`src/rtl/uart_pkg.sv`:
```
// Shared types and constants for the 16x oversampling UART receiver.
package uart_pkg;

  typedef enum logic [2:0] {
    ST_IDLE  = 3'd0,
    ST_START = 3'd1,
    ST_DATA  = 3'd2,
    ST_STOP  = 3'd3,
    ST_BREAK = 3'd4
  } rx_state_t;

  localparam int          OS_RATE      = 16;
  localparam logic [3:0]  OS_LAST      = 4'(OS_RATE - 1);
  localparam logic [3:0]  SAMPLE_LO    = 4'd7;
  localparam logic [3:0]  SAMPLE_MID   = 4'd8;
  localparam logic [3:0]  SAMPLE_HI    = 4'd9;
  localparam logic [31:0] CFG_DISABLED = 32'hFFFF_FFFF;

  // 2-of-3 majority used for the mid-bit vote.
  function automatic logic maj3(input logic a, input logic b, input logic c);
    return (a & b) | (a & c) | (b & c);
  endfunction

endpackage

```
`src/rtl/uart_os_tick_gen.sv`:
```
// Oversample tick generator: one tick every divider+1 clocks, held while
// cleared or when the divider carries the disabled code.
module uart_os_tick_gen
  import uart_pkg::*;
(
  input  logic        clk,
  input  logic        reset,
  input  logic [31:0] divider,
  input  logic        clear,
  output logic        tick,
  output logic        disabled
);

  logic [31:0] cnt_r;
  logic        tick_r;

  assign disabled = (divider == CFG_DISABLED);
  assign tick     = tick_r;

  // Down-counter with reload on terminal count; clear keeps it preloaded.
  always_ff @(posedge clk or posedge reset) begin
    if (reset) begin
      cnt_r  <= 32'h0;
      tick_r <= 1'b0;
    end else if (clear || disabled) begin
      cnt_r  <= divider;
      tick_r <= 1'b0;
    end else if (cnt_r == 32'h0) begin
      cnt_r  <= divider;
      tick_r <= 1'b1;
    end else begin
      cnt_r  <= cnt_r - 32'd1;
      tick_r <= 1'b0;
    end
  end

endmodule

```
`src/rtl/uart_rx_os16.sv`:
```
// 16x oversampling 8N1 UART receiver with a valid/ready holding register,
// framing-error and overrun pulses.
module uart_rx_os16
  import uart_pkg::*;
#(
  parameter int DATA_BITS   = 8,
  parameter int SYNC_STAGES = 2
) (
  input  logic                 clk,
  input  logic                 reset,
  input  logic [31:0]          cfg_divider,
  input  logic                 rx,
  output logic [DATA_BITS-1:0] rx_data,
  output logic                 rx_valid,
  input  logic                 rx_ready,
  output logic                 frame_err,
  output logic                 overrun
);

  localparam int IDX_W = (DATA_BITS > 1) ? $clog2(DATA_BITS) : 1;

  logic [SYNC_STAGES-1:0] sync_r;
  logic [31:0]            cfg_div_r;
  rx_state_t              state_r;
  logic [3:0]             os_cnt_r;
  logic [IDX_W-1:0]       bit_idx_r;
  logic [DATA_BITS-1:0]   shift_r;
  logic [1:0]             vote_r;
  logic [DATA_BITS-1:0]   rx_data_r;
  logic                   rx_valid_r;
  logic                   frame_err_r;
  logic                   overrun_r;

  logic rx_s;
  logic tick_s;
  logic disabled_s;
  logic tick_clear_s;
  logic abort_s;
  logic vote_s;
  logic at_hi_s;
  logic at_last_s;
  logic stop_ok_s;
  logic take_s;

  assign rx_s         = sync_r[SYNC_STAGES-1];
  assign tick_clear_s = (state_r == ST_IDLE);
  // A divider change only matters once a frame is under way.
  assign abort_s      = disabled_s || ((state_r != ST_IDLE) && (cfg_divider != cfg_div_r));
  assign vote_s       = maj3(vote_r[0], vote_r[1], rx_s);
  assign at_hi_s      = tick_s && (os_cnt_r == SAMPLE_HI);
  assign at_last_s    = tick_s && (os_cnt_r == OS_LAST);
  assign stop_ok_s    = !abort_s && (state_r == ST_STOP) && at_hi_s && vote_s;
  assign take_s       = rx_valid_r && rx_ready;

  assign rx_data   = rx_data_r;
  assign rx_valid  = rx_valid_r;
  assign frame_err = frame_err_r;
  assign overrun   = overrun_r;

  uart_os_tick_gen u_tick_gen (
    .clk      (clk),
    .reset    (reset),
    .divider  (cfg_divider),
    .clear    (tick_clear_s),
    .tick     (tick_s),
    .disabled (disabled_s)
  );

  // Input synchroniser (idles high) and registered divider copy.
  always_ff @(posedge clk or posedge reset) begin
    if (reset) begin
      sync_r    <= {SYNC_STAGES{1'b1}};
      cfg_div_r <= 32'h0;
    end else begin
      sync_r    <= {sync_r[SYNC_STAGES-2:0], rx};
      cfg_div_r <= cfg_divider;
    end
  end

  // Receive FSM, sample voting, holding register and status pulses.
  always_ff @(posedge clk or posedge reset) begin
    if (reset) begin
      state_r     <= ST_IDLE;
      os_cnt_r    <= 4'd0;
      bit_idx_r   <= {IDX_W{1'b0}};
      shift_r     <= {DATA_BITS{1'b0}};
      vote_r      <= 2'b00;
      rx_data_r   <= {DATA_BITS{1'b0}};
      rx_valid_r  <= 1'b0;
      frame_err_r <= 1'b0;
      overrun_r   <= 1'b0;
    end else begin
      frame_err_r <= 1'b0;
      overrun_r   <= 1'b0;

      if (tick_s && (os_cnt_r == SAMPLE_LO)) begin
        vote_r[0] <= rx_s;
      end
      if (tick_s && (os_cnt_r == SAMPLE_MID)) begin
        vote_r[1] <= rx_s;
      end

      // A read in the delivery cycle frees the slot for the new byte.
      if (stop_ok_s) begin
        if (!rx_valid_r || rx_ready) begin
          rx_data_r  <= shift_r;
          rx_valid_r <= 1'b1;
        end else begin
          overrun_r <= 1'b1;
        end
      end else if (take_s) begin
        rx_valid_r <= 1'b0;
      end

      if (abort_s) begin
        state_r  <= ST_IDLE;
        os_cnt_r <= 4'd0;
      end else begin
        if (tick_s) begin
          os_cnt_r <= os_cnt_r + 4'd1;
        end
        case (state_r)
          ST_IDLE: begin
            os_cnt_r <= 4'd0;
            if (!rx_s) begin
              state_r <= ST_START;
            end
          end
          ST_START: begin
            if (at_hi_s && vote_s) begin
              state_r <= ST_IDLE;
            end else if (at_last_s) begin
              state_r   <= ST_DATA;
              bit_idx_r <= {IDX_W{1'b0}};
            end
          end
          ST_DATA: begin
            if (at_hi_s) begin
              shift_r <= {vote_s, shift_r[DATA_BITS-1:1]};
            end
            if (at_last_s) begin
              if (bit_idx_r == IDX_W'(DATA_BITS - 1)) begin
                state_r <= ST_STOP;
              end else begin
                bit_idx_r <= bit_idx_r + {{(IDX_W-1){1'b0}}, 1'b1};
              end
            end
          end
          ST_STOP: begin
            // Decide mid-bit so a start bit right after the stop bit is seen.
            if (at_hi_s) begin
              if (vote_s) begin
                state_r <= ST_IDLE;
              end else begin
                frame_err_r <= 1'b1;
                state_r     <= ST_BREAK;
              end
            end
          end
          ST_BREAK: begin
            os_cnt_r <= 4'd0;
            if (rx_s) begin
              state_r <= ST_IDLE;
            end
          end
          default: begin
            state_r <= ST_IDLE;
          end
        endcase
      end
    end
  end

endmodule

```
`config.mk`:
```
export PLATFORM = sky130hd
export DESIGN_NAME = uart_rx_os16
export DESIGN_NICKNAME = d
export VERILOG_FILES = /design/src/rtl/uart_pkg.sv /design/src/rtl/uart_os_tick_gen.sv /design/src/rtl/uart_rx_os16.sv
export SDC_FILE = /design/constraint.sdc
export NUM_CORES = 1
export LEC_CHECK = 0
export ABC_AREA = 1
export BUFFER_PORTS_ARGS = -buffer_cell sky130_fd_sc_hd__buf_2
export CAP_MARGIN = 40
export CORE_UTILIZATION = 45
export CTS_CLUSTER_SIZE = 25
export DETAILED_ROUTE_END_ITERATION = 8
export PLACE_DENSITY = 0.75
export SLEW_MARGIN = 20
export SYNTH_ARGS = -nofsm -noshare
export SYNTH_HDL_FRONTEND = slang
export SYNTH_SLANG_ARGS = --single-unit
```
`constraint.sdc`:
```
create_clock -name clk -period 7.6 [get_ports clk]
set_input_delay 1.52 -clock clk [delete_from_list [all_inputs] [get_ports clk]]
set_output_delay 1.52 -clock clk [all_outputs]
set_load 0.05 [all_outputs]
```
==> flow_metrics.env <==
export IMPL_fp_dieW_um=107.1
export IMPL_routed_via_density=4.950
export IMPL_gp_congestion=0.8830
export IMPL_p_seq_share_pct=47.0
export IMPL_critPathCaptureType="flip-flop"
export IMPL_grt_pass1_wl_um=17320
export IMPL_wl_per_cell_um=12.74
export IMPL_p_leak_nw=2.643
export IMPL_power_switching_mw=0.6179
export IMPL_grt_max_degree=57
export IMPL_drtIter0Drc=240
export IMPL_rsz0062_at_grt="false"
export IMPL_synth_commonest_cells="nand2_1 (174), dfrtp_1 (96), inv_1 (59), nor2_1 (55), xnor2_1 (37)"
export IMPL_async_flop_share_pct=100.0
export IMPL_yosys_top_cells_area="dfrtp_1 (48%), nand2_1 (13%), xnor2_1 (6.5%), inv_1 (4.5%), nor2_1 (4.2%)"
export IMPL_stdcell_area_um2=5488
export IMPL_die_h_um=107.1
export IMPL_post_cts_setup_buffer_count=0
export IMPL_setup_violations=0
export IMPL_ys_types=38
export IMPL_cts_tree="yes"
export IMPL_fp_row_count=38
export IMPL_pwr_share_clk_pct=19.5
export IMPL_insertion_delay_ns=0.38
export IMPL_holdCritPathClass="flip-flop to flip-flop"
export IMPL_syn2layout_area_growth_pct=10.34
export IMPL_post_cts_resized=0
export IMPL_antenna_found_initial=0
export IMPL_cts_root_buf="clkbuf_8"
export IMPL_synth_seq_cells=98
export IMPL_drt_wl_total_um=9987
export IMPL_synth_top_cell_area_share_pct=48.30
export IMPL_grt_pass1_vias=3826
export IMPL_drc=0
export IMPL_yosysTopAreaCell="dfrtp_1"
export IMPL_crit_fanout=40
export IMPL_slew_headroom_pct=49.23
export IMPL_fin_crit_ns=3.374
export IMPL_cts_hold_buffers=0
export IMPL_track_usage_pct=19.33
export IMPL_design_core_area_um2=10790
export IMPL_n_antenna_cell=0
export IMPL_vias=3881
export IMPL_post_dp_hpwl_um=7380
export IMPL_cp_data_arrival_time_ns=3.67
export IMPL_detail_route_antenna_nets=0
export IMPL_numCtsBuffers=9
export IMPL_p_per_area_nw_per_um2=279.6
export IMPL_clk_pin_slew_ns=0.09
export IMPL_vdd_drop_max_v=0.0001108
export IMPL_setup_worst_path_start="cfg_divider[29]"
export IMPL_p_int_mw=0.9167
export IMPL_drive_gt1_share_pct=15.68
export IMPL_ys_seq_area_share_pct=49.36
export IMPL_tightest_slew_ns=0.7607
export IMPL_cp_start_kind="primary input"
export IMPL_switching_share_pct=40.27
export IMPL_drv_cap=0
export IMPL_synth_main_ff_cell="dfrtp_1"
export IMPL_pin_count=47
export IMPL_r2r_start="u_tick_gen.cnt_r[0]$_DFF_PP0_"
export IMPL_overflow=0
export IMPL_htreeDepth=3
export IMPL_numClockSinks=98
export IMPL_ys_warnings_count=0
export IMPL_dpl_cell_area_um2=5318
export IMPL_synthesis_instances=589
export IMPL_final_nets=682
export IMPL_clk_path_buf_depth=2
export IMPL_slew_violations=0
export IMPL_first_pass_iters=4
export IMPL_syn_cell_area_um2=4974
export IMPL_numPortBuffers=46
export IMPL_setup_tns_ns=0
export IMPL_min_delay_start="sync_r[0]$_DFF_PP1_"
export IMPL_power_mw=1.535
export IMPL_status="completed"
export IMPL_critPathRequiredTime_ns=7.90
export IMPL_path_class="primary input to flip-flop"
export IMPL_synth_most_common_cell="nand2_1"
export IMPL_period_share_pct=44.39
export IMPL_synth_nets=632
export IMPL_initial_core_util_pct=46.08
export IMPL_die_area_um2=11480
export IMPL_synth_edf_count=0
export IMPL_skew_ns=0.01238
export IMPL_finalHoldViolCount=0
export IMPL_fmax_mhz=296.4
export IMPL_postSynthAreaPerCell_um2=8.444
export IMPL_power_frac_comb_pct=33.5
-- flip-flops by register name, summed over array words and instances, names as in the netlist --
signal            count
os_cnt_r              4
u_tick_gen.tick       1
vote_r                2
shift_r               8
bit_idx_r             3
rx_data               8
sync_r                2
overrun               1
u_tick_gen.cnt_r     32
cfg_div_r            32
rx_valid              1
frame_err             1
state_r               3
-- per-stage QoR --
stage	std cells	utilization [%]	hold slack [ns]	setup slack, ns
after global placement	768	49.27	0.3528	3.934
after floorplan	589	-	0.3452	3.521
after global routing	784	50.85	0.3677	3.949
final	784	50.85	0.3629	4.226
after detailed placement	768	49.27	0.3512	3.853
after CTS	784	50.85	0.3647	4.257
-- logic make-up after synthesis --
| logic type | count (synthesis) | share of synthesized area [%] |
|---|---|---|
| AO/OA/AOI/OAI | 48 | 5.585 |
| XOR/XNOR | 52 | 9.157 |
| adder cells (fa/ha/maj) | 7 | 1.761 |
| buffers and inverters | 74 | 6.415 |
| flip-flops | 98 | 49.36 |
| AND/OR/NAND/NOR | 310 | 27.72 |
-- path summary, 6_finish.rpt --
check,slack [ns],endpoint,cells after the start
max in group asynchronous,5.33,u_tick_gen.cnt_r[22]$_DFF_PP0_,3
worst min-delay path,0.36,sync_r[1]$_DFF_PP1_,0
min in group asynchronous,1.17,rx_data[6]$_DFFE_PP0P_,2
worst max register to register,5.02,u_tick_gen.cnt_r[26]$_DFF_PP0_,9
worst max-delay path,4.23,u_tick_gen.cnt_r[19]$_DFF_PP0_,9
worst min register to register,0.36,sync_r[1]$_DFF_PP1_,0
-- cell usage in the layout (no fill, tap or decap), drive strengths merged, types with 2 or more instances in the layout --
cell type / synthesis / routed
dfrtp: 96 / 96
nor2: 66 / 66
o21bai: 8 / 8
dfstp: 2 / 2
clkbuf: 1 / 9
clkinvlp: 0 / 3
buf: 7 / 47
nand2: 178 / 178
inv: 65 / 65
nand4: 15 / 15
or2: 2 / 2
nor4: 4 / 4
o21ai: 26 / 26
ha: 7 / 7
nor3: 10 / 10
a21oi: 11 / 11
xor2: 15 / 15
xnor2: 37 / 37
nand3: 32 / 32
clkinv: 1 / 5
-- per-layer routing --
| layer | vias up | part of all wire (%) | global-route usage (%) |
|---|---|---|---|
| met5 | - | 0 | 0 |
| met4 | 0 | 2.0 | 7.730 |
| met1 | 1840 | 48 | 25.85 |
| met3 | 17 | 4.1 | 4.316 |
| met2 | 79 | 46 | 30.46 |
| li1 | 1945 | - | - |
-- power groups by stage --
stage	Sequential (mW)	Clock, mW	Combinational (mW)
global placement	0.724	0	0.493
global route	0.736	0.330	0.586
finish	0.721	0.300	0.514
CTS	0.719	0.307	0.514
detailed placement	0.729	0	0.511
floorplan	0.707	0	0.441
-- final cells by class --
type | instances | area, um^2
Fill cell | 988 | 5305
Sequential cell | 98 | 2455
Multi-Input combinational cell | 417 | 2200
Inverter | 66 | 250.2
Timing Repair Buffer | 47 | 237.7
Tap cell | 140 | 175.2
Clock buffer | 9 | 123.9
Clock inverter | 7 | 46.29
-- critical path: stages --
cell	delay [ns]
buf_2	0.13
nand4_1	0.09
nor2_1	0.07
nor3b_2	0.15
nand3b_1	0.20
nand3_2	0.64
inv_2	0.65
nand2_1	0.10
o21ai_1	0.11
No activity file was read; power rests on OpenSTA's default activity.
